==> src/rtl/uart_tx_serializer.sv <==
// uart_tx_serializer: 8N1 UART transmitter, LSB first, with a busy/done handshake
// for the upstream character sequencer.
//
// Optional build macro UART_TX_PARITY_EN: inserts an even-parity bit between the
// last data bit and the stop bit (frame becomes 11 bit times).
//
// Ports:
//   clk      - system clock, rising edge
//   rst_n    - asynchronous active-low reset; aborts any frame in flight
//   tx_start - send request, honoured only while idle
//   tx_data  - byte to send, captured on the accepted tx_start cycle
//   tx_busy  - high from the cycle after acceptance until the frame completes
//   tx_done  - one-cycle pulse on the cycle the transmitter returns to idle
//   txd      - registered serial line, idle high
module uart_tx_serializer #(
   parameter int unsigned CLKS_PER_BIT = 434,
   parameter int unsigned CNT_W        = 16
) (
   input  logic       clk,
   input  logic       rst_n,
   input  logic       tx_start,
   input  logic [7:0] tx_data,
   output logic       tx_busy,
   output logic       tx_done,
   output logic       txd
);

   localparam int unsigned DATA_W = 8;
   localparam int unsigned IDX_W  = 3;
   localparam logic [CNT_W-1:0] CNT_LAST = CNT_W'(CLKS_PER_BIT - 1);
   localparam logic [IDX_W-1:0] IDX_LAST = IDX_W'(DATA_W - 1);

`ifdef UART_TX_PARITY_EN
   typedef enum logic [2:0] {IDLE, START, DATA, PARITY, STOP} state_t;
`else
   typedef enum logic [1:0] {IDLE, START, DATA, STOP} state_t;
`endif

   state_t            state_q, state_d;
   logic [CNT_W-1:0]  cnt_q, cnt_d;
   logic [IDX_W-1:0]  idx_q, idx_d;
   logic [DATA_W-1:0] shift_q, shift_d;
   logic              txd_d, busy_d, done_d;
   logic              bit_end;
`ifdef UART_TX_PARITY_EN
   logic              par_q, par_d;
`endif

   assign bit_end = (cnt_q == CNT_LAST);

   // State and registered outputs
   always_ff @(posedge clk or negedge rst_n) begin
      if (!rst_n) begin
         state_q <= IDLE;
         cnt_q   <= '0;
         idx_q   <= '0;
         shift_q <= '0;
         txd     <= 1'b1;
         tx_busy <= 1'b0;
         tx_done <= 1'b0;
`ifdef UART_TX_PARITY_EN
         par_q   <= 1'b0;
`endif
      end else begin
         state_q <= state_d;
         cnt_q   <= cnt_d;
         idx_q   <= idx_d;
         shift_q <= shift_d;
         txd     <= txd_d;
         tx_busy <= busy_d;
         tx_done <= done_d;
`ifdef UART_TX_PARITY_EN
         par_q   <= par_d;
`endif
      end
   end

   // Next state; txd_d is the line value for the cycle after this edge
   always_comb begin
      state_d = state_q;
      cnt_d   = cnt_q;
      idx_d   = idx_q;
      shift_d = shift_q;
      txd_d   = 1'b1;
      busy_d  = 1'b1;
      done_d  = 1'b0;
`ifdef UART_TX_PARITY_EN
      par_d   = par_q;
`endif

      // Baud counter wraps at every bit boundary while a frame is running
      if (state_q != IDLE) begin
         cnt_d = bit_end ? '0 : cnt_q + CNT_W'(1);
      end

      case (state_q)
         IDLE: begin
            busy_d = 1'b0;
            if (tx_start) begin
               shift_d = tx_data;
               cnt_d   = '0;
               idx_d   = '0;
               state_d = START;
               txd_d   = 1'b0;
               busy_d  = 1'b1;
`ifdef UART_TX_PARITY_EN
               par_d   = ^tx_data;
`endif
            end
         end
         START: begin
            txd_d = 1'b0;
            if (bit_end) begin
               state_d = DATA;
               txd_d   = shift_q[0];
            end
         end
         DATA: begin
            txd_d = shift_q[0];
            if (bit_end) begin
               shift_d = shift_q >> 1;
               idx_d   = idx_q + IDX_W'(1);
               txd_d   = shift_q[1];
               if (idx_q == IDX_LAST) begin
`ifdef UART_TX_PARITY_EN
                  state_d = PARITY;
                  txd_d   = par_q;
`else
                  state_d = STOP;
                  txd_d   = 1'b1;
`endif
               end
            end
         end
`ifdef UART_TX_PARITY_EN
         PARITY: begin
            txd_d = par_q;
            if (bit_end) begin
               state_d = STOP;
               txd_d   = 1'b1;
            end
         end
`endif
         STOP: begin
            if (bit_end) begin
               state_d = IDLE;
               busy_d  = 1'b0;
               done_d  = 1'b1;
            end
         end
         default: begin
            state_d = IDLE;
            busy_d  = 1'b0;
         end
      endcase
   end

endmodule

==> config.mk <==
export PLATFORM = sky130hd
export DESIGN_NAME = uart_tx_serializer
export DESIGN_NICKNAME = d
export VERILOG_FILES = /design/src/rtl/uart_tx_serializer.sv
export SDC_FILE = /design/constraint.sdc
export NUM_CORES = 1
export LEC_CHECK = 0
export ABC_AREA = 1
export CAP_MARGIN = 20
export CORE_MARGIN = 4
export CORE_UTILIZATION = 60
export CTS_BUF_LIST = sky130_fd_sc_hd__clkbuf_4
export DETAILED_ROUTE_END_ITERATION = 7
export PLACE_DENSITY = 0.81
export REMOVE_ABC_BUFFERS = 1
export SYNTH_ARGS = -nofsm -noshare
export SYNTH_HDL_FRONTEND = slang
export SYNTH_SLANG_ARGS = --single-unit
export TNS_END_PERCENT = 50
==> constraint.sdc <==
create_clock -name clk -period 1.7 [get_ports clk]
set_input_delay 0.425 -clock clk [delete_from_list [all_inputs] [get_ports clk]]
set_output_delay 0.425 -clock clk [all_outputs]
set_load 0.01 [all_outputs]
==> results.cfg <==
[worst_setup_path]
crit_family = simple AND/OR/NAND/NOR gates
crit_path_end_kind = register
reg2reg_depth = 11
reg2reg_from = cnt_q[1]
cp.depth = 11
startpoint = cnt_q[1]
path_buf_inv = 2
cp_cell_sequence = inv_2 -> ha_4 -> nand2_1 -> inv_1 -> nand2_1 -> nor2_2 -> nand2_4 -> a21oi_4 -> nand2_2 -> nand2_2 -> nand2_1
endpoint = idx_q[2]
startpoint_type = register
path_common_cell = nand2_1
cp_slowest_cell = dfrtp_1
r2r_setup_slack_ns = 0.002
critical_path_class = reg -> reg
critPathArrivalTime_ns = 1.93
slowest_delay_ns = 0.41
cp_data_required_time_ns = 1.94
reg2reg_to = idx_q[2]
cp_max_fo = 6

[floorplanning]
die_w_um = 63.9
io_pins = 14
die_h_um = 63.9
row_count = 20
start_util = 0.618
die_area_um2 = 4080
core_area_um2 = 3030

[global_routing]
antenna_found_initial = 0
grt_max_degree = 33
gr-usage-all-layers = 0.216
overflow = 0
grt_pass1_wl_um = 6860
grt_pass1_vias = 1619

[cts]
cts_buffer_depth = 2
cts_root_buf = clkbuf_4
clock_sinks = 32
clk_latency_ns = 0.34
htreeDepth = 2
cts_buffers = 5
cts_tree = built
cts-hold-fix-buffers = 0
clkTransAtPathRegs_ns = 0.10

[synthesis]
postSynthCellCount = 243
ys_warn_count = 0
synth_common_cells = nand2_1, dfrtp_1, inv_1, nand3_1, nor2_1
async_reset_ff_frac = 1.00
yosysTopAreaCellShare = 0.414
syn-cell-area_um2 = 1870
synth_cell_types = 29
yosysMostFrequentCell = nand2_1
synth_top_area_cell = dfrtp_1
synth.yosys.seq_area_share = 0.428
syn_avg_cell_area_um2 = 7.70
ys_top_cells_by_area = dfrtp_1, nand2_1, ha_1
synth_edf_count = 0
synth-main-ff-cell = dfrtp_1
ys_ff_latch = 32

[timing]
min_period_over_period = 0.999
fin_ws_ns = 0.00240
slew_headroom = 0.705
slew_violations = 0
period_needed_ns = 1.70
setup_viol = 0
grt_setup_unrepaired = yes
clock_skew_ns = 0.00661
fmaxAchievable_mhz = 589
whs_ns = 0.430
setup_tns_ns = 0
finalHoldViolations = 0
worst_pin_slew_ns = 0.442

[drt]
drt-pass1-iter-count = 4
route.top_layer_used = met4
viasPerCell = 5.31
wl_per_cell_um = 13.4
vias = 1695
met1_length_um = 1770
ant_nets = 0
met2_length_um = 2180
wl_met3_um = 202
drc_errors = 0
dr.first_iter.drc_count = 148
finalWirelength_um = 4280

[place]
place.port_buffers = 13
place_ws_ns = 0.0560
hpwl_um = 2840
gp_congestion = 0.952
placed_area_um2 = 2120

[run_status]
status = finished clean

[power_and_ir_drop]
power_density_nw_per_um2 = 1430
switching_share = 0.449
peakVddDrop_v = 0.00122
power_frac_comb = 0.497
p_sw_mw = 1.44
pwr-share-clk = 0.143
leakage_nw = 1.09
power_mw = 3.21
p_int_mw = 1.77
seqPwrFrac = 0.360

[run]
max-cap-violations = 0

[hold_path]
hold_class = in -> async

[final_layout]
stdcell_area_um2 = 2250
diodes = 0
finalNetCount = 294
area_delta_synth_final_pct = 20.2
layout-drive-gt1-share = 0.167
-- area by class of cell --
class                   count  area, µm²
clock buffers               7       52.6
flip-flops and latches     32        803
clock inverters             1       3.75
multi-input cells         188       1020
fillers                   224        778
inverters                  22       82.6
well taps                  44       55.1
repair buffers             25        231
-- flip-flops by register name, indices dropped and copies added, names as in the netlist --
signal and flops:
cnt_q 16, shift_q 8, idx_q 3, state_q 2
tx_busy 1, tx_done 1, txd 1
-- what timing repair did --
item                                   CTS  global route
pin swaps                                0             5
setup buffers                            0             2
gates cloned                             0             2
endpoints found under the hold margin    0             0
gates resized for setup                  1            12
setup endpoints to repair                1            13
-- layer usage --
layer	track usage	up-vias
met5	0	-
met4	0.105	0
met3	0.0492	17
met2	0.373	45
met1	0.250	796
li1	-	837
-- cells by family (layout without fill, tap and decap cells) --
| logic type | after synthesis | count (layout) | share of synthesized area |
|---|---|---|---|
| xor gates and xnor gates | 10 | 10 | 0.0468 |
| and+or+nand+nor | 144 | 146 | 0.338 |
| buffers and inverters | 25 | 55 | 0.0548 |
| DFF | 32 | 32 | 0.428 |
| adders and majority gates | 9 | 9 | 0.0602 |
| AOI/OAI and AO/OA | 23 | 23 | 0.0722 |
-- cell usage in the layout (no fill, tap or decap), types with 2 or more instances in the layout --
master / Yosys / layout
clkdlybuf4s50_1: 0 / 12
clkinv_1: 1 / 2
nand2_4: 1 / 3
nor2_4: 3 / 4
nor2_1: 18 / 17
o21ai_0: 13 / 13
nor2_2: 2 / 3
o22ai_1: 5 / 5
inv_1: 18 / 17
buf_4: 0 / 11
nand3_1: 18 / 18
xor2_1: 8 / 8
clkbuf_4: 0 / 7
ha_1: 9 / 8
nand4_1: 3 / 3
xnor2_1: 2 / 2
nand2_2: 5 / 7
inv_2: 3 / 4
dfrtp_1: 31 / 30
nand2_1: 90 / 87
-- worst reg2reg max path: cells and delay by family (launching register included) --
family	cells	cell delay (ns)
simple gates	7	0.65
buf+inv	2	0.13
flops	1	0.41
fa+ha+maj	1	0.12
compound gates	1	0.28
-- through the flow --
step,util,cells
2_1_floorplan,-,240
3_3_place_gp,0.702,307
3_5_place_dp,0.702,307
4_1_cts,0.720,315
5_1_grt,0.743,319
6_report,0.743,319
-- how the worst min path moves through the flow --
stage / startpoint / to / slack (ns) / cells past startpoint
floorplan: rst_n / cnt_q[0] / 0.13 / 0
CTS: rst_n / cnt_q[14] / 0.44 / 2
global placement: shift_q[3] / shift_q[3] / 0.46 / 2
detailed placement: shift_q[2] / shift_q[2] / 0.46 / 2
finish: rst_n / cnt_q[4] / 0.43 / 2
global route: rst_n / cnt_q[8] / 0.44 / 2
-- power groups by stage --
| stage | clock (mW) | combinational (mW) | sequential (mW) |
|---|---|---|---|
| detailed placement | 0 | 1.39 | 1.15 |
| global route | 0.501 | 1.77 | 1.18 |
| CTS | 0.460 | 1.38 | 1.14 |
| finish | 0.459 | 1.60 | 1.16 |
| floorplan | 0 | 0.916 | 1.13 |
| global placement | 0 | 1.35 | 1.14 |
Note: power is estimated with default switching activity, not from simulation.
